File: config.mk
export PLATFORM = sky130hd
export DESIGN_NAME = dbg_mem_master_flat
export DESIGN_NICKNAME = d
export VERILOG_FILES = /design/src/rtl/dbg_pkg.sv /design/src/rtl/dbg_mem_master_if.sv /design/src/rtl/dbg_port_mux.sv /design/src/rtl/dbg_mem_master.sv /design/src/flat_wrapper.sv
export SDC_FILE = /design/constraint.sdc
export NUM_CORES = 1
export LEC_CHECK = 0
export ABC_CLOCK_PERIOD_IN_PS = 2500
export CAP_MARGIN = 5
export CORE_MARGIN = 5
export CORE_UTILIZATION = 40
export DETAILED_ROUTE_END_ITERATION = 10
export PLACE_DENSITY = 0.72
export RECOVER_POWER = 100
export SYNTH_ARGS = -nofsm -noshare
export SYNTH_HDL_FRONTEND = slang
export SYNTH_HIERARCHICAL = 1
export SYNTH_SLANG_ARGS = --single-unit
File: constraint.sdc
create_clock -name CPU_CLK -period 2.5 [get_ports CPU_CLK]
set_input_delay 0.375 -clock CPU_CLK [delete_from_list [all_inputs] [get_ports CPU_CLK]]
set_output_delay 0.375 -clock CPU_CLK [all_outputs]
set_load 0.02 [all_outputs]
File: src/rtl/dbg_pkg.sv
// -----------------------------------------------------------------------------
// dbg_pkg
// Shared definitions for the debug memory master: FSM state encoding, RAM
// port selector values, word size, and small helpers for address stepping and
// byte-enable masking.
// No ports (package).
// -----------------------------------------------------------------------------
package dbg_pkg;

  localparam logic        SEL_INST   = 1'b0;
  localparam logic        SEL_DATA   = 1'b1;
  localparam int unsigned WORD_BYTES = 4;

  typedef enum logic [2:0] {
    ST_IDLE     = 3'd0,
    ST_WRITE    = 3'd1,
    ST_RD_ISSUE = 3'd2,
    ST_RD_WAIT  = 3'd3,
    ST_RESP     = 3'd4
`ifdef DBG_WRITE_VERIFY_EN
    ,
    ST_VERIFY   = 3'd5
`endif
  } dbg_state_e;

  // Word step; wraps modulo 2^32 by construction.
  function automatic logic [31:0] next_addr(input logic [31:0] addr);
    return addr + 32'(WORD_BYTES);
  endfunction

  // Expands 4 byte enables into a 32-bit bit mask.
  function automatic logic [31:0] be_mask(input logic [3:0] be);
    return {{8{be[3]}}, {8{be[2]}}, {8{be[1]}}, {8{be[0]}}};
  endfunction

endpackage

File: src/rtl/dbg_mem_master_if.sv
// -----------------------------------------------------------------------------
// dbg_mem_master_if
// Host link of the debug memory master: command, write-beat and read-data
// channels plus status flags.
//   slave  modport : used by dbg_mem_master
//   master modport : used by the host side
//
// Handshake rule for all three channels (cmd, wdata, rdata): a transfer
// happens on a rising clock edge where both valid and ready are 1. The
// sender keeps valid and its payload stable until that edge; ready may
// change freely and does not depend combinationally on valid.
// -----------------------------------------------------------------------------
interface dbg_mem_master_if #(
  parameter int LEN_W = 8
);
  // command channel
  logic             cmd_valid;
  logic             cmd_ready;
  logic             cmd_write;
  logic             cmd_sel;
  logic [31:0]      cmd_addr;
  logic [LEN_W-1:0] cmd_len;
  // write-beat channel
  logic             wdata_valid;
  logic             wdata_ready;
  logic [31:0]      wdata;
  logic [3:0]       wbe;
  // read-data channel
  logic             rdata_valid;
  logic             rdata_ready;
  logic [31:0]      rdata;
  logic             rdata_last;
  // status
  logic             err;
  logic             busy;
  logic             core_hold;

  modport slave (
    input  cmd_valid, cmd_write, cmd_sel, cmd_addr, cmd_len,
    input  wdata_valid, wdata, wbe,
    input  rdata_ready,
    output cmd_ready, wdata_ready,
    output rdata_valid, rdata, rdata_last,
    output err, busy, core_hold
  );

  modport master (
    output cmd_valid, cmd_write, cmd_sel, cmd_addr, cmd_len,
    output wdata_valid, wdata, wbe,
    output rdata_ready,
    input  cmd_ready, wdata_ready,
    input  rdata_valid, rdata, rdata_last,
    input  err, busy, core_hold
  );

endinterface

File: src/rtl/dbg_port_mux.sv
// -----------------------------------------------------------------------------
// dbg_port_mux
// Steers one access onto either the instruction-RAM or data-RAM port 2.
// The unselected port always sees WE2=0; each port's A2/WD2 hold their last
// driven values when that port is not being driven.
// Ports:
//   clk_i, rst_ni         clock, async active-low reset
//   sel_i                 SEL_INST / SEL_DATA
//   a_en_i                drive A2 from addr_i this cycle
//   w_en_i                drive WD2 from wd_i and WE2 from we_i this cycle
//   addr_i, wd_i, we_i    access payload
//   rd_o                  RD2 of the selected RAM
//   inst_* / data_*       the two RAM port-2 interfaces
// -----------------------------------------------------------------------------
module dbg_port_mux
  import dbg_pkg::*;
(
  input  logic        clk_i,
  input  logic        rst_ni,
  input  logic        sel_i,
  input  logic        a_en_i,
  input  logic        w_en_i,
  input  logic [31:0] addr_i,
  input  logic [31:0] wd_i,
  input  logic [3:0]  we_i,
  output logic [31:0] rd_o,
  output logic [31:0] inst_a2_o,
  output logic [31:0] inst_wd2_o,
  output logic [3:0]  inst_we2_o,
  input  logic [31:0] inst_rd2_i,
  output logic [31:0] data_a2_o,
  output logic [31:0] data_wd2_o,
  output logic [3:0]  data_we2_o,
  input  logic [31:0] data_rd2_i
);

  logic [31:0] inst_a2_q, inst_wd2_q, data_a2_q, data_wd2_q;
  logic        inst_a_en, inst_w_en, data_a_en, data_w_en;

  always_comb begin
    inst_a_en  = a_en_i && (sel_i == SEL_INST);
    inst_w_en  = w_en_i && (sel_i == SEL_INST);
    data_a_en  = a_en_i && (sel_i == SEL_DATA);
    data_w_en  = w_en_i && (sel_i == SEL_DATA);

    inst_a2_o  = inst_a_en ? addr_i : inst_a2_q;
    inst_wd2_o = inst_w_en ? wd_i   : inst_wd2_q;
    inst_we2_o = inst_w_en ? we_i   : 4'h0;
    data_a2_o  = data_a_en ? addr_i : data_a2_q;
    data_wd2_o = data_w_en ? wd_i   : data_wd2_q;
    data_we2_o = data_w_en ? we_i   : 4'h0;

    rd_o       = (sel_i == SEL_DATA) ? data_rd2_i : inst_rd2_i;
  end

  // Remember what each port last showed so idle ports stay quiet.
  always_ff @(posedge clk_i or negedge rst_ni) begin
    if (!rst_ni) begin
      inst_a2_q  <= '0;
      inst_wd2_q <= '0;
      data_a2_q  <= '0;
      data_wd2_q <= '0;
    end else begin
      inst_a2_q  <= inst_a2_o;
      inst_wd2_q <= inst_wd2_o;
      data_a2_q  <= data_a2_o;
      data_wd2_q <= data_wd2_o;
    end
  end

endmodule

File: src/rtl/dbg_mem_master.sv
// -----------------------------------------------------------------------------
// dbg_mem_master
// Debug-side initiator for the instruction/data RAM second ports. Takes burst
// read/write commands from the host link and walks the selected RAM one word
// at a time; read words are returned with backpressure. core_hold follows
// busy so the top level can keep the core in reset while a transfer runs.
//
// Optional feature macro: DBG_WRITE_VERIFY_EN
//   When defined, every write beat is read back (VERIFY state) and the enabled
//   bytes compared; a mismatch sets the sticky verify_err output, which clears
//   on the next command accept.
//
// Parameters: LEN_W (burst length field width), RD_LAT (RAM read latency, 1..2)
// Ports:
//   CPU_CLK, CPU_RST      clock, async active-low reset
//   host                  host link (dbg_mem_master_if.slave)
//   Dbg_InstRAM_*         instruction RAM port 2 (A2/WD2/WE2 out, RD2 in)
//   Dbg_DataRAM_*         data RAM port 2
//   verify_err            (DBG_WRITE_VERIFY_EN only) sticky verify mismatch
//   dbg_state_o           current FSM state, for observation
// -----------------------------------------------------------------------------
module dbg_mem_master
  import dbg_pkg::*;
#(
  parameter int LEN_W  = 8,
  parameter int RD_LAT = 1
) (
  input  logic               CPU_CLK,
  input  logic               CPU_RST,
  dbg_mem_master_if.slave    host,
  output logic [31:0]        Dbg_InstRAM_A2,
  output logic [31:0]        Dbg_InstRAM_WD2,
  output logic [3:0]         Dbg_InstRAM_WE2,
  input  logic [31:0]        Dbg_InstRAM_RD2,
  output logic [31:0]        Dbg_DataRAM_A2,
  output logic [31:0]        Dbg_DataRAM_WD2,
  output logic [3:0]         Dbg_DataRAM_WE2,
  input  logic [31:0]        Dbg_DataRAM_RD2,
`ifdef DBG_WRITE_VERIFY_EN
  output logic               verify_err,
`endif
  output dbg_state_e         dbg_state_o
);

  dbg_state_e       state_q, state_d;
  logic             sel_q, sel_d;
  logic [31:0]      addr_q, addr_d;
  logic [LEN_W-1:0] cnt_q, cnt_d;
  logic [1:0]       wait_q, wait_d;
  logic [31:0]      rdata_q, rdata_d;
  logic             rvalid_q, rvalid_d;
  logic             rlast_q, rlast_d;
  logic             err_q, err_d;
  logic             busy_q, busy_d;
  logic             ready_q, ready_d;
`ifdef DBG_WRITE_VERIFY_EN
  logic [31:0]      vdata_q, vdata_d;
  logic [3:0]       vbe_q, vbe_d;
  logic             verr_q, verr_d;
`endif

  logic             port_a_en, port_w_en, wready;
  logic [31:0]      port_rd;

  always_comb begin
    state_d   = state_q;
    sel_d     = sel_q;
    addr_d    = addr_q;
    cnt_d     = cnt_q;
    wait_d    = wait_q;
    rdata_d   = rdata_q;
    rvalid_d  = rvalid_q;
    rlast_d   = rlast_q;
    err_d     = 1'b0;
    port_a_en = 1'b0;
    port_w_en = 1'b0;
    wready    = 1'b0;
`ifdef DBG_WRITE_VERIFY_EN
    vdata_d   = vdata_q;
    vbe_d     = vbe_q;
    verr_d    = verr_q;
`endif

    case (state_q)
      ST_IDLE: begin
        if (host.cmd_valid && ready_q) begin
          sel_d  = host.cmd_sel;
          addr_d = host.cmd_addr;
          cnt_d  = host.cmd_len;
`ifdef DBG_WRITE_VERIFY_EN
          verr_d = 1'b0;
`endif
          if (host.cmd_addr[1:0] != 2'b00) err_d = 1'b1;
          else if (host.cmd_write)          state_d = ST_WRITE;
          else                              state_d = ST_RD_ISSUE;
        end
      end

      ST_WRITE: begin
        wready = 1'b1;
        if (host.wdata_valid) begin
          // The RAM port carries this beat in the handshake cycle itself.
          port_a_en = 1'b1;
          port_w_en = 1'b1;
`ifdef DBG_WRITE_VERIFY_EN
          vdata_d = host.wdata;
          vbe_d   = host.wbe;
          wait_d  = 2'd0;
          state_d = ST_VERIFY;
`else
          addr_d = next_addr(addr_q);
          cnt_d  = cnt_q - LEN_W'(1);
          if (cnt_q == '0) state_d = ST_IDLE;
`endif
        end
      end

      ST_RD_ISSUE: begin
        port_a_en = 1'b1;
        wait_d    = 2'd0;
        state_d   = ST_RD_WAIT;
      end

      ST_RD_WAIT: begin
        port_a_en = 1'b1;
        if (wait_q == 2'(RD_LAT - 1)) begin
          rdata_d  = port_rd;
          rvalid_d = 1'b1;
          rlast_d  = (cnt_q == '0);
          state_d  = ST_RESP;
        end else begin
          wait_d = wait_q + 2'd1;
        end
      end

      ST_RESP: begin
        if (host.rdata_ready) begin
          rvalid_d = 1'b0;
          if (cnt_q == '0) begin
            state_d = ST_IDLE;
          end else begin
            addr_d  = next_addr(addr_q);
            cnt_d   = cnt_q - LEN_W'(1);
            state_d = ST_RD_ISSUE;
          end
        end
      end

`ifdef DBG_WRITE_VERIFY_EN
      // wait_q==0 is the read-issue cycle, so data arrives when wait_q==RD_LAT.
      ST_VERIFY: begin
        port_a_en = 1'b1;
        if (wait_q == 2'(RD_LAT)) begin
          if (((port_rd ^ vdata_q) & be_mask(vbe_q)) != 32'h0) verr_d = 1'b1;
          addr_d  = next_addr(addr_q);
          cnt_d   = cnt_q - LEN_W'(1);
          state_d = (cnt_q == '0) ? ST_IDLE : ST_WRITE;
        end else begin
          wait_d = wait_q + 2'd1;
        end
      end
`endif

      default: state_d = ST_IDLE;
    endcase

    busy_d  = (state_d != ST_IDLE);
    ready_d = (state_d == ST_IDLE);
  end

  always_ff @(posedge CPU_CLK or negedge CPU_RST) begin
    if (!CPU_RST) begin
      state_q  <= ST_IDLE;
      sel_q    <= SEL_INST;
      addr_q   <= '0;
      cnt_q    <= '0;
      wait_q   <= '0;
      rdata_q  <= '0;
      rvalid_q <= 1'b0;
      rlast_q  <= 1'b0;
      err_q    <= 1'b0;
      busy_q   <= 1'b0;
      ready_q  <= 1'b0;
`ifdef DBG_WRITE_VERIFY_EN
      vdata_q  <= '0;
      vbe_q    <= '0;
      verr_q   <= 1'b0;
`endif
    end else begin
      state_q  <= state_d;
      sel_q    <= sel_d;
      addr_q   <= addr_d;
      cnt_q    <= cnt_d;
      wait_q   <= wait_d;
      rdata_q  <= rdata_d;
      rvalid_q <= rvalid_d;
      rlast_q  <= rlast_d;
      err_q    <= err_d;
      busy_q   <= busy_d;
      ready_q  <= ready_d;
`ifdef DBG_WRITE_VERIFY_EN
      vdata_q  <= vdata_d;
      vbe_q    <= vbe_d;
      verr_q   <= verr_d;
`endif
    end
  end

  dbg_port_mux u_port_mux (
    .clk_i      (CPU_CLK),
    .rst_ni     (CPU_RST),
    .sel_i      (sel_q),
    .a_en_i     (port_a_en),
    .w_en_i     (port_w_en),
    .addr_i     (addr_q),
    .wd_i       (host.wdata),
    .we_i       (host.wbe),
    .rd_o       (port_rd),
    .inst_a2_o  (Dbg_InstRAM_A2),
    .inst_wd2_o (Dbg_InstRAM_WD2),
    .inst_we2_o (Dbg_InstRAM_WE2),
    .inst_rd2_i (Dbg_InstRAM_RD2),
    .data_a2_o  (Dbg_DataRAM_A2),
    .data_wd2_o (Dbg_DataRAM_WD2),
    .data_we2_o (Dbg_DataRAM_WE2),
    .data_rd2_i (Dbg_DataRAM_RD2)
  );

  // ready_q is registered so cmd_ready reads 0 while reset is held.
  assign host.cmd_ready   = ready_q;
  assign host.wdata_ready = wready;
  assign host.rdata_valid = rvalid_q;
  assign host.rdata       = rdata_q;
  assign host.rdata_last  = rlast_q;
  assign host.err         = err_q;
  assign host.busy        = busy_q;
  assign host.core_hold   = busy_q;
`ifdef DBG_WRITE_VERIFY_EN
  assign verify_err       = verr_q;
`endif
  assign dbg_state_o      = state_q;

endmodule
File: src/flat_wrapper.sv
// flat-port wrapper written by rule: the top's interface ports become plain ports
module dbg_mem_master_flat import dbg_pkg::*;
#(
  parameter int LEN_W  = 8,
  parameter int RD_LAT = 1
)
  (CPU_CLK, CPU_RST, Dbg_InstRAM_A2, Dbg_InstRAM_WD2, Dbg_InstRAM_WE2, Dbg_InstRAM_RD2, Dbg_DataRAM_A2, Dbg_DataRAM_WD2, Dbg_DataRAM_WE2, Dbg_DataRAM_RD2, dbg_state_o, host_cmd_valid, host_cmd_write, host_cmd_sel, host_cmd_addr, host_cmd_len, host_wdata_valid, host_wdata, host_wbe, host_rdata_ready, host_cmd_ready, host_wdata_ready, host_rdata_valid, host_rdata, host_rdata_last, host_err, host_busy, host_core_hold);
  dbg_mem_master_if #(.LEN_W(LEN_W)) host_i ();
  input  logic CPU_CLK;
  input  logic CPU_RST;
  output logic [31:0] Dbg_InstRAM_A2;
  output logic [31:0] Dbg_InstRAM_WD2;
  output logic [3:0] Dbg_InstRAM_WE2;
  input  logic [31:0] Dbg_InstRAM_RD2;
  output logic [31:0] Dbg_DataRAM_A2;
  output logic [31:0] Dbg_DataRAM_WD2;
  output logic [3:0] Dbg_DataRAM_WE2;
  input  logic [31:0] Dbg_DataRAM_RD2;
  output dbg_state_e dbg_state_o;
  input wire logic [$bits(host_i.cmd_valid)-1:0] host_cmd_valid;
  input wire logic [$bits(host_i.cmd_write)-1:0] host_cmd_write;
  input wire logic [$bits(host_i.cmd_sel)-1:0] host_cmd_sel;
  input wire logic [$bits(host_i.cmd_addr)-1:0] host_cmd_addr;
  input wire logic [$bits(host_i.cmd_len)-1:0] host_cmd_len;
  input wire logic [$bits(host_i.wdata_valid)-1:0] host_wdata_valid;
  input wire logic [$bits(host_i.wdata)-1:0] host_wdata;
  input wire logic [$bits(host_i.wbe)-1:0] host_wbe;
  input wire logic [$bits(host_i.rdata_ready)-1:0] host_rdata_ready;
  output wire logic [$bits(host_i.cmd_ready)-1:0] host_cmd_ready;
  output wire logic [$bits(host_i.wdata_ready)-1:0] host_wdata_ready;
  output wire logic [$bits(host_i.rdata_valid)-1:0] host_rdata_valid;
  output wire logic [$bits(host_i.rdata)-1:0] host_rdata;
  output wire logic [$bits(host_i.rdata_last)-1:0] host_rdata_last;
  output wire logic [$bits(host_i.err)-1:0] host_err;
  output wire logic [$bits(host_i.busy)-1:0] host_busy;
  output wire logic [$bits(host_i.core_hold)-1:0] host_core_hold;
  assign host_i.cmd_valid = host_cmd_valid;
  assign host_i.cmd_write = host_cmd_write;
  assign host_i.cmd_sel = host_cmd_sel;
  assign host_i.cmd_addr = host_cmd_addr;
  assign host_i.cmd_len = host_cmd_len;
  assign host_i.wdata_valid = host_wdata_valid;
  assign host_i.wdata = host_wdata;
  assign host_i.wbe = host_wbe;
  assign host_i.rdata_ready = host_rdata_ready;
  assign host_cmd_ready = host_i.cmd_ready;
  assign host_wdata_ready = host_i.wdata_ready;
  assign host_rdata_valid = host_i.rdata_valid;
  assign host_rdata = host_i.rdata;
  assign host_rdata_last = host_i.rdata_last;
  assign host_err = host_i.err;
  assign host_busy = host_i.busy;
  assign host_core_hold = host_i.core_hold;
  dbg_mem_master #(.LEN_W(LEN_W), .RD_LAT(RD_LAT)) u_core (.CPU_CLK(CPU_CLK), .CPU_RST(CPU_RST), .host(host_i), .Dbg_InstRAM_A2(Dbg_InstRAM_A2), .Dbg_InstRAM_WD2(Dbg_InstRAM_WD2), .Dbg_InstRAM_WE2(Dbg_InstRAM_WE2), .Dbg_InstRAM_RD2(Dbg_InstRAM_RD2), .Dbg_DataRAM_A2(Dbg_DataRAM_A2), .Dbg_DataRAM_WD2(Dbg_DataRAM_WD2), .Dbg_DataRAM_WE2(Dbg_DataRAM_WE2), .Dbg_DataRAM_RD2(Dbg_DataRAM_RD2), .dbg_state_o(dbg_state_o));
endmodule
==> metrics.md, run 1 <==
| Metric | Value |
|---|---|
| Final WL | `29.23 mm` |
| Hold Fails Final Rpt | `0` |
| HPWL after detailed placement | `20.48 mm` |
| Htree depth | `1` |
| Layout net count | `1249` |
| Initial Util | `40.89%` |
| WP data required | `2.12 ns` |
| Skew final | `0.01177 ns` |
| Initial antenna violation count | `2` |
| Post-synth EDFFs | `0` |
| Via density | `5.104` |
| Peak Freq | `395.3 MHz` |
| DIE AREA | `27340 sq um` |
| Min setup slack post-route | `-0.02992 ns` |
| CP Capture Type | `primary output` |
| Int Pwr | `13.37 mW` |
| Status | `complete, but fails checks` |
| HP Class | `in -> reg` |
| Comb pwr share | `57.1%` |
| RSZ-0062 raised after global routing | `yes` |
| I/O Buffers | `324` |
| Leakage | `6.474 nW` |
| Grt ovf | `0` |
| DP Worst Slack | `-0.3271 ns` |
| CTS Buffer Depth | `3` |
| Post-route ant nets | `0` |
| Actual slew at the worst max-slew pin | `1.789 ns` |
| Gpl congestion | `0.8455` |
| Slew HR | `-19.25%` |
| Ys async rst share | `100.0%` |
| Layout area overhead | `47.91%` |
| Fill count | `1926` |
| Wire per inst | `20.40 um` |
| First-pass DRT Iterations | `4` |
| YS warnings | `6` |
| # DRC | `0` |
| Worst Path Arrival | `2.15 ns` |
| Failing checks | `capacitance limit, slew limit, setup timing` |
| Ant. Diodes | `0` |
| PD cells | `1555 nW/um^2` |
| Synth unique cells | `53` |
| Post-Syn Area per Cell | `13.08 sq um` |
| Vias in the first global route | `7731` |
| Top-count cell post-synth | `dfrtp_1` |
| Pins Over Slew Limit | `71` |
| Syn Std Cell Area | `9654 sq um` |
| Row cnt | `56` |
| FF+latch count, synth | `211` |
| Largest net degree at the start of global routing | `71` |
| Startpoint types | `register` |
| Sw frac | `39.78%` |
| Max-cap viol count | `1` |
| CTS Buf Count | `24` |
| Switching pwr | `8.834 mW` |
| Cells after synthesis | `738` |
| Dpl cells | `1373` |
| Largest area contributor in the netlist | `dfrtp_1` |
| Vert. Die Dim | `165.4 um` |
| Non-filler cells, final | `1433` |
| IO Count | `325` |
| Commonest cells in the synthesized netlist | `dfrtp_1 (211), mux2_2 (141), mux2_4 (56), a21oi_1 (39), nand2_1 (34)` |
| Clk sinks | `211` |
| Clk root buf | `clkbuf_16` |
| CP Class | `reg -> out` |
| Net Count, Synth | `889` |
| Fin crit period | `2.530 ns` |
| Core area | `23610 sq um` |
| Share of cells above drive strength 1 | `40.31%` |
| First-pass GRT wire length | `44.30 mm` |
| Setup TNS | `-0.4953 ns` |
| CTS tree | `built` |
| Via Count | `7314` |
| Max VDD drop | `0.8513 mV` |
| Critical-path maximum fanout | `10` |
| Global router's overall resource usage | `20.61%` |
| Clk slew on worst S/H paths | `0.06 ns` |
| Area share of the largest cell type after synthesis | `54.69%` |
| Clock network fraction of total power | `15.3%` |
| Final period util | `101.2%` |
| Seq pwr share | `27.6%` |
| Most used DFF post-synth | `dfrtp_1` |
| Area contributors post-synth | `dfrtp_1 (55%), mux2_2 (16%), mux2_4 (8.7%)` |
| Chip width | `165.4 um` |
| Worst skew pair latency | `0.51 ns` |
| Initial drt markers | `338` |
| Register area share after synthesis | `54.69%` |
| Final setup vio count | `28` |
cells by family after synthesis:
kind of cell | count (synthesis) | share of synthesized area [%]
flops | 211 | 54.69
mux | 199 | 25.36
fa+ha+maj | 4 | 0.5184
compound gates | 129 | 8.359
buf+inv | 60 | 3.642
xor+xnor | 1 | 0.09074
simple gates | 134 | 7.336
repair_timing:
action,4_1_cts,5_1_grt
cloned,3,2
setup buffers,9,7
hold endpoints to repair,65,0
pin swaps,1,1
hold buffers,1,0
setup endpoints to repair,136,121
resized for setup,532,175
critical path, cell delays in order, from the launching register on:
cell and delay [ns]:
dfrtp_2 0.45, buf_12 0.14, a21oi_4 0.12, nor2_4 0.07, nand2b_4 0.18, buf_8 0.19
mux2_4 0.32, buf_2 0.16
final timing paths:
kind	startpoint	end	slack [ns]	cells past startpoint
worst min register to register	u_core/u_port_mux/inst_wd2_q[14]	u_core/u_port_mux/inst_wd2_q[14]	0.49	1
worst min-delay path	host_cmd_addr[3]	u_core/addr_q[3]	0.45	3
min in group asynchronous	CPU_RST	u_core/u_port_mux/data_wd2_q[20]	0.87	2
worst max register to register	u_core/dbg_state_o[2]	u_core/cnt_q[2]	0.11	8
max in group asynchronous	CPU_RST	u_core/u_port_mux/inst_a2_q[28]	0.37	3
worst max-delay path	u_core/dbg_state_o[1]	Dbg_InstRAM_A2[2]	-0.03	7
cell usage in the layout, fill, tap and decap left out, types with 5 or more instances in the layout:
cell type,instances
nor3_1,7
buf_6,61
buf_12,12
clkbuf_16,27
clkbuf_1,7
o22ai_1,9
nand3_1,19
buf_2,69
buf_4,39
dfrtp_1,209
mux2_4,78
mux2_2,119
o21ai_1,10
inv_1,11
nand2_1,33
clkbuf_2,6
and3_1,7
a31oi_1,5
a2bb2oi_1,9
clkdlybuf4s50_1,187
nand4_1,7
a21oi_1,38
nand2b_1,6
clkinv_2,5
o21ai_0,27
nor2_1,25
through the flow:
| stage | hold WS [ns] | util, % | power, mW | area (sq um) |
|---|---|---|---|---|
| finish | 0.4461 | 60.48 | 22.20 | 14280 |
| global route | 0.4441 | 60.48 | 23.46 | 14280 |
| CTS | 0.4181 | 59.40 | 21.52 | 14030 |
| detailed placement | 0.3851 | 57.10 | 18.73 | 13480 |
| global placement | 0.3787 | 57.10 | 18.48 | 13480 |
| floorplan | 0.07941 | - | 13.38 | 9654 |
registers in the layout (all words and copies together), names as in the netlist, 2 cells and up:
register and cells:
u_core/cnt_q 8, u_core/u_port_mux/data_wd2_q 32, u_core/u_port_mux/data_a2_q 32, u_core/u_port_mux/inst_wd2_q 32
u_core/u_port_mux/inst_a2_q 32, u_core/addr_q 32, u_core/host.rdata 32, u_core/dbg_state_o 3
u_core/wait_q 2
power groups by stage:
| stage | registers (mW) | clock network, mW | logic (mW) |
|---|---|---|---|
| floorplan | 6.20 | 0 | 7.18 |
| global placement | 6.06 | 0 | 12.4 |
| detailed placement | 6.11 | 0 | 12.6 |
| CTS | 6.09 | 3.51 | 11.9 |
| global route | 6.32 | 3.64 | 13.5 |
| finish | 6.12 | 3.40 | 12.7 |
cell type report:
cell class / count / area, sq um / share of cell area [%]
Tap cell: 319 / 399.1 / 2.795
Sequential cell: 211 / 5283 / 36.99
Timing Repair Buffer: 382 / 3600 / 25.21
Clock inverter: 8 / 70.07 / 0.4907
Inverter: 12 / 45.04 / 0.3154
Clock buffer: 34 / 689.4 / 4.828
Multi-Input combinational cell: 467 / 4194 / 29.37
metal layers:
metal / vias up / GRT usage (%) / wire length, um
met4: 4 / 5.887 / 898
met5: - / 0 / 31
met1: 3622 / 26.56 / 12050
met2: 248 / 34.45 / 14040
li1: 3383 / - / -
met3: 57 / 5.361 / 2208
No activity file was read; power rests on OpenSTA's default activity.
==> inputs of run 2 (changes only) <==
Settings changed: CORE_MARGIN 5 to unset, CORE_UTILIZATION 40 to 26, HOLD_SLACK_MARGIN set to 0.02, PLACE_DENSITY 0.72 to unset.
==> metrics.md, run 2 (synthesis results as in run 1) <==
| Metric | Value |
|---|---|
| Status | `complete, but fails checks` |
| Failing checks | `capacitance limit, slew limit, setup timing` |
| Dpl cells | `1520 (+11%)` |
| Hold_ws | `0.4258 ns (-0.02028 ns)` |
| HP Class | `in -> reg` |
| Post-route ant nets | `0 (unchanged)` |
| Gpl congestion | `0.8092 (-4.3%)` |
| Worst Path Arrival | `2.23 ns (+0.08 ns)` |
| IO Count | `325 (unchanged)` |
| Slew HR | `-13.95% (+5.3 points)` |
| Critical-path maximum fanout | `6 (-4)` |
| Chip width | `194.7 um (+18%)` |
| WP data required | `2.12 ns (about the same)` |
| Vert. Die Dim | `194.7 um (+18%)` |
| Pwr Total | `23.67 mW (+6.6%)` |
| Layout net count | `1277 (+2.2%)` |
| Min setup slack post-route | `-0.1057 ns (-0.07575 ns)` |
| Htree depth | `1 (unchanged)` |
| Peak Freq | `383.8 MHz (-2.9%)` |
| First-pass DRT Iterations | `4 (unchanged)` |
| Share of cells above drive strength 1 | `41.01% (+0.71 points)` |
| CTS Buffer Depth | `3 (unchanged)` |
| Final setup vio count | `80 (+190%)` |
| Vias in the first global route | `7839 (+1.4%)` |
| Pins Over Slew Limit | `65 (-8.5%)` |
| I/O Buffers | `324 (unchanged)` |
| Clk root buf | `clkbuf_16` |
| Initial drt markers | `403 (+19%)` |
| Initial Util | `26.37% (-15 points)` |
| HPWL after detailed placement | `21.02 mm (+2.6%)` |
| Via density | `4.597 (-9.9%)` |
| CTS Buf Count | `27 (+13%)` |
| Row cnt | `70 (+25%)` |
| Commonest cells after routing, fill and taps aside | `dfrtp_1 (209), clkdlybuf4s50_1 (186), mux2_2 (118)` |
| Via Count | `7433 (+1.6%)` |
| Initial antenna violation count | `2 (unchanged)` |
| Grt ovf | `0 (unchanged)` |
| Max VDD drop | `0.7251 mV (-15%)` |
| Leakage | `6.754 nW (+4.3%)` |
| Non-filler cells, final | `1617 (+13%)` |
| Commonest non-fill, non-tap cell in the layout | `dfrtp_1` |
| PD cells | `1557 nW/um^2 (+0.16%)` |
| First-pass GRT wire length | `47.13 mm (+6.4%)` |
| Largest net degree at the start of global routing | `65 (-8.5%)` |
| Fin crit period | `2.606 ns (+0.07575 ns)` |
| CP Class | `reg -> out` |
| RSZ-0062 raised after global routing | `yes` |
| Actual slew at the worst max-slew pin | `1.709 ns (-0.07946 ns)` |
| Hold Fails Final Rpt | `0 (unchanged)` |
| # DRC | `0 (unchanged)` |
| Max-cap viol count | `1 (unchanged)` |
| Layout area overhead | `57.40%` |
| Skew final | `0.01114 ns (-0.0006363 ns)` |
| Core area | `36610 sq um (+55%)` |
| Clk slew on worst S/H paths | `0.06 ns (about the same)` |
| Global router's overall resource usage | `15.93% (-4.7 points)` |
| Worst skew pair latency | `0.54 ns (+0.03 ns)` |
| Startpoint types | `register` |
| Wire per inst | `18.99 um (-6.9%)` |
| Final WL | `30.71 mm (+5.1%)` |
| Final period util | `104.2% (+3.0 points)` |
| DIE AREA | `37910 sq um (+39%)` |
| CP Capture Type | `primary output` |
| Clk sinks | `211 (unchanged)` |
| CTS tree | `built` |
-- run 2: metrics by stage --
stage,area (sq um),util (%),worst slack [ns],TNS [ns]
after floorplan,9654,-,0.2981,0
after CTS,14970,40.88,-0.2420,-13.33
after global placement,13680,37.37,-0.3298,-35.83
final,15200,41.51,-0.1057,-4.499
after global routing,15190,41.49,-0.2096,-16.38
after detailed placement,13680,37.37,-0.3242,-33.87
-- run 2: final cells by class --
cell class	count	area [sq um]
Clock buffer	39	780.7
Timing Repair Buffer	407	4190
Multi-Input combinational cell	467	4169
Clock inverter	10	135.1
Inverter	12	45.04
Antenna cell	3	7.507
Tap cell	468	585.6
Fill cell	3439	21410
Sequential cell	211	5283
-- run 2: repair_timing --
action | CTS | global route
cloned | 6 | 3
hold endpoints to repair | 58 | 0
hold buffers | 1 | 0
setup endpoints to repair | 136 | 142
gates resized for setup | 549 | 251
pin swaps | 2 | 1
setup buffers | 21 | 22
-- run 2: routing by layer --
layer  routed length (um)  share of wire [%]  vias to the layer above  track usage [%]
met3                 1811                5.9                       43            3.922
met2                14810                 48                      222            25.91
li1                     -                  -                     3454                -
met1                13410                 44                     3714            20.73
met5                    0                  0                        -                0
met4                  682                2.2                        0            5.026
-- run 2: report_power, final --
| group | switching, mW | leakage [nW] | internal [mW] |
|---|---|---|---|
| clock network | 1.51 | 0.450 | 2.47 |
| registers | 0.997 | 2.48 | 5.13 |
| logic | 6.64 | 3.82 | 6.91 |
-- run 2: worst max-delay path: stages (launching register included) --
cell and delay (ns):
dfrtp_1 0.42, nor2b_4 0.15, and3_4 0.18, buf_6 0.12, nand2_8 0.13, clkbuf_16 0.17
mux2_2 0.35, buf_2 0.16
-- run 2: worst paths after layout --
path	from	cells after the start	slack, ns	end
setup / recovery	u_core/dbg_state_o[0]	7	-0.11	Dbg_DataRAM_WD2[6]
hold / removal	host_cmd_addr[3]	3	0.43	u_core/addr_q[3]
setup reg to reg	u_core/dbg_state_o[0]	8	0.23	u_core/addr_q[30]
hold reg to reg	u_core/u_port_mux/data_a2_q[30]	1	0.48	u_core/u_port_mux/data_a2_q[30]
max in group asynchronous	CPU_RST	3	0.36	u_core/u_port_mux/data_wd2_q[12]
min in group asynchronous	CPU_RST	2	0.83	u_core/u_port_mux/inst_a2_q[15]
==> inputs of run 3 (changes only) <==
Settings changed: ABC_CLOCK_PERIOD_IN_PS 2500 to 2270.
Clock period 2.5 ns to 2.27 ns, I/O delays scaled along.
==> metrics.md, run 3 (synthesis results as in run 1) <==
| Metric | Value |
|---|---|
| Pins Over Slew Limit | `63 (-3.1%)` |
| Worst setup endpoint | `Dbg_InstRAM_WD2[28]` |
| Status | `complete, but fails checks` |
| Global router's overall resource usage | `16.09% (+0.16 points)` |
| RSZ-0062 raised after global routing | `yes` |
| # DRC | `0 (unchanged)` |
| Failing checks | `capacitance limit, slew limit, setup timing` |
| Peak Freq | `390.1 MHz` |
| Final Cell Area | `15540 sq um (+2.3%)` |
| Hold_ws | `0.3666 ns (-0.05920 ns)` |
| Chip width | `194.7 um (unchanged)` |
| Initial antenna violation count | `2 (unchanged)` |
| Htree depth | `1 (unchanged)` |
| Skew final | `0.02327 ns (+0.01214 ns)` |
| Seq pwr share | `25.3% (-0.6 points)` |
| Commonest cells after routing, fill and taps aside | `dfrtp_1 (209), clkdlybuf4s50_1 (184), buf_6 (139)` |
| CTS tree | `built` |
| I/O Buffers | `324 (unchanged)` |
| Clock network fraction of total power | `15.7% (-1.1 points)` |
| HPWL after detailed placement | `21.05 mm (+0.15%)` |
| Final setup vio count | `135 (+69%)` |
| Worst skew pair latency | `0.54 ns (about the same)` |
| Wire per inst | `19.01 um (+0.11%)` |
| Startpoint types | `register` |
| Slew HR | `-24.18% (-10 points)` |
| Core area | `36610 sq um (unchanged)` |
| IO Count | `325 (unchanged)` |
| Worst Path Arrival | `2.22 ns (about the same)` |
| Clk root buf | `clkbuf_16` |
| HP Class | `in -> reg` |
| Grt peak-use layer | `met2` |
| CTS Buffer Depth | `3 (unchanged)` |
| Row cnt | `70 (unchanged)` |
| PD cells | `1710 nW/um^2 (+9.8%)` |
| R2R cell count | `7 (-1)` |
| Initial Util | `26.37% (unchanged)` |
| CP Class | `reg -> out` |
| Post-route ant nets | `0 (unchanged)` |
| Final period util | `112.9%` |
| Vert. Die Dim | `194.7 um (unchanged)` |
| Layout area overhead | `60.96%` |
| GR Layer Usage met2 | `26.51% (+0.60 points)` |
| Largest net degree at the start of global routing | `66 (+1.5%)` |
| Via density | `4.609 (+0.26%)` |
| CP Capture Type | `primary output` |
| DIE AREA | `37910 sq um (unchanged)` |
| Fin crit period | `2.563 ns` |
| Initial drt markers | `286 (-29%)` |
| Dpl cells | `1529 (+0.59%)` |
| Clk slew on worst S/H paths | `0.06 ns (about the same)` |
| Area post-placement | `13740 sq um (+0.40%)` |
| Min setup slack post-route | `-0.2933 ns (-0.1876 ns)` |
| WP data required | `1.93 ns (-0.19 ns)` |
| CTS Buf Count | `26 (-3.7%)` |
| Leakage | `6.974 nW (+3.2%)` |
| Layout net count | `1293 (+1.3%)` |
| GR Layer Usage met1 | `21.23% (+0.50 points)` |
| RR Endpoint | `u_core/addr_q[19]` |
| Comb pwr share | `59.0% (+1.7 points)` |
| Via Count | `7508 (+1.0%)` |
| First-pass DRT Iterations | `4 (unchanged)` |
| Commonest non-fill, non-tap cell in the layout | `dfrtp_1` |
| Hold Fails Final Rpt | `0 (unchanged)` |
| Actual slew at the worst max-slew pin | `1.863 ns (+0.1535 ns)` |
| Global-route met3 utilization | `3.297% (-0.62 points)` |
| Sw frac | `38.36% (-0.32 points)` |
| Critical-path maximum fanout | `8 (+2)` |
| Max VDD drop | `0.9113 mV (+26%)` |
| Clk sinks | `211 (unchanged)` |
| Share of cells above drive strength 1 | `41.55% (+0.54 points)` |
| Reg2reg start | `u_core/cnt_q[4]` |
| Gpl congestion | `0.8041 (-0.63%)` |
| Switching pwr | `10.20 mW (+11%)` |
| Non-filler cells, final | `1629 (+0.74%)` |
| Final WL | `30.97 mm (+0.86%)` |
| Vias in the first global route | `7827 (-0.15%)` |
| Max-cap viol count | `1 (unchanged)` |
| Grt ovf | `0 (unchanged)` |
| Worst Setup SP | `u_core/dbg_state_o[2]` |
| First-pass GRT wire length | `47.40 mm (+0.56%)` |
| R2r setup slk | `0.12 ns (-0.11 ns)` |
| Int Pwr | `16.38 mW (+13%)` |
run 3: power groups by stage:
stage,sequential (mW),combinational [mW],clock (mW)
2_1_floorplan,6.83,7.91,0
3_3_place_gp,6.67,14.0,0
3_5_place_dp,6.71,14.1,0
4_1_cts,6.71,14.8,4.34
5_1_grt,6.94,16.7,4.48
6_report,6.71,15.7,4.18
run 3: repair_timing:
| item | in CTS | in global routing |
|---|---|---|
| pin swaps | 2 | 4 |
| endpoints found under the hold margin | 60 | 0 |
| hold buffers | 1 | 0 |
| cloned | 7 | 1 |
| setup buffers | 28 | 22 |
| resized for setup | 743 | 164 |
| endpoints found under the setup margin | 137 | 143 |
run 3: worst min path at each step:
stage,depth (start not counted),slack [ns],from,to
after floorplan,0,0.04,CPU_RST,u_core/addr_q[0]
after global placement,1,0.33,CPU_RST,u_core/u_port_mux/inst_a2_q[12]
after detailed placement,1,0.34,CPU_RST,u_core/u_port_mux/inst_a2_q[12]
after CTS,2,0.34,CPU_RST,u_core/u_port_mux/inst_a2_q[12]
after global routing,3,0.37,host_cmd_addr[3],u_core/addr_q[3]
final,3,0.37,host_cmd_addr[3],u_core/addr_q[3]
run 3: final cells by class:
| class | count | area (sq um) |
|---|---|---|
| antenna | 1 | 2.502 |
| clock buffer | 39 | 770.7 |
| clock inverter | 7 | 87.58 |
| fill | 3426 | 21070 |
| inverter | 12 | 45.04 |
| multi-input combinational | 467 | 4269 |
| sequential | 211 | 5283 |
| tap | 468 | 585.6 |
| timing repair buffer | 424 | 4497 |
run 3: layer usage:
| layer | routed length [um] | up-vias | part of all wire, % |
|---|---|---|---|
| li1 | - | 3477 | - |
| met5 | 15 | - | 0.048 |
| met4 | 663 | 2 | 2.1 |
| met3 | 1718 | 46 | 5.5 |
| met1 | 13560 | 3765 | 44 |
| met2 | 15010 | 218 | 48 |
run 3: worst max-delay path, cell delays in order, from the launching register on:
cell      delay (ns)
dfrtp_2         0.45
nor2b_4         0.13
and3_4          0.24
nand2b_4        0.14
buf_12          0.17
buf_4           0.13
mux2_4          0.30
buf_6           0.14
run 3: through the flow:
step / setup TNS (ns) / utilization (%) / total power [mW] / worst slack, ns
2_1_floorplan: 0 / - / 14.74 / 0.1026
3_3_place_gp: -71.82 / 37.52 / 20.65 / -0.5897
3_5_place_dp: -70.29 / 37.52 / 20.84 / -0.5792
4_1_cts: -30.96 / 41.17 / 25.89 / -0.3491
5_1_grt: -43.22 / 42.45 / 28.09 / -0.3698
6_report: -22.72 / 42.45 / 26.58 / -0.2933
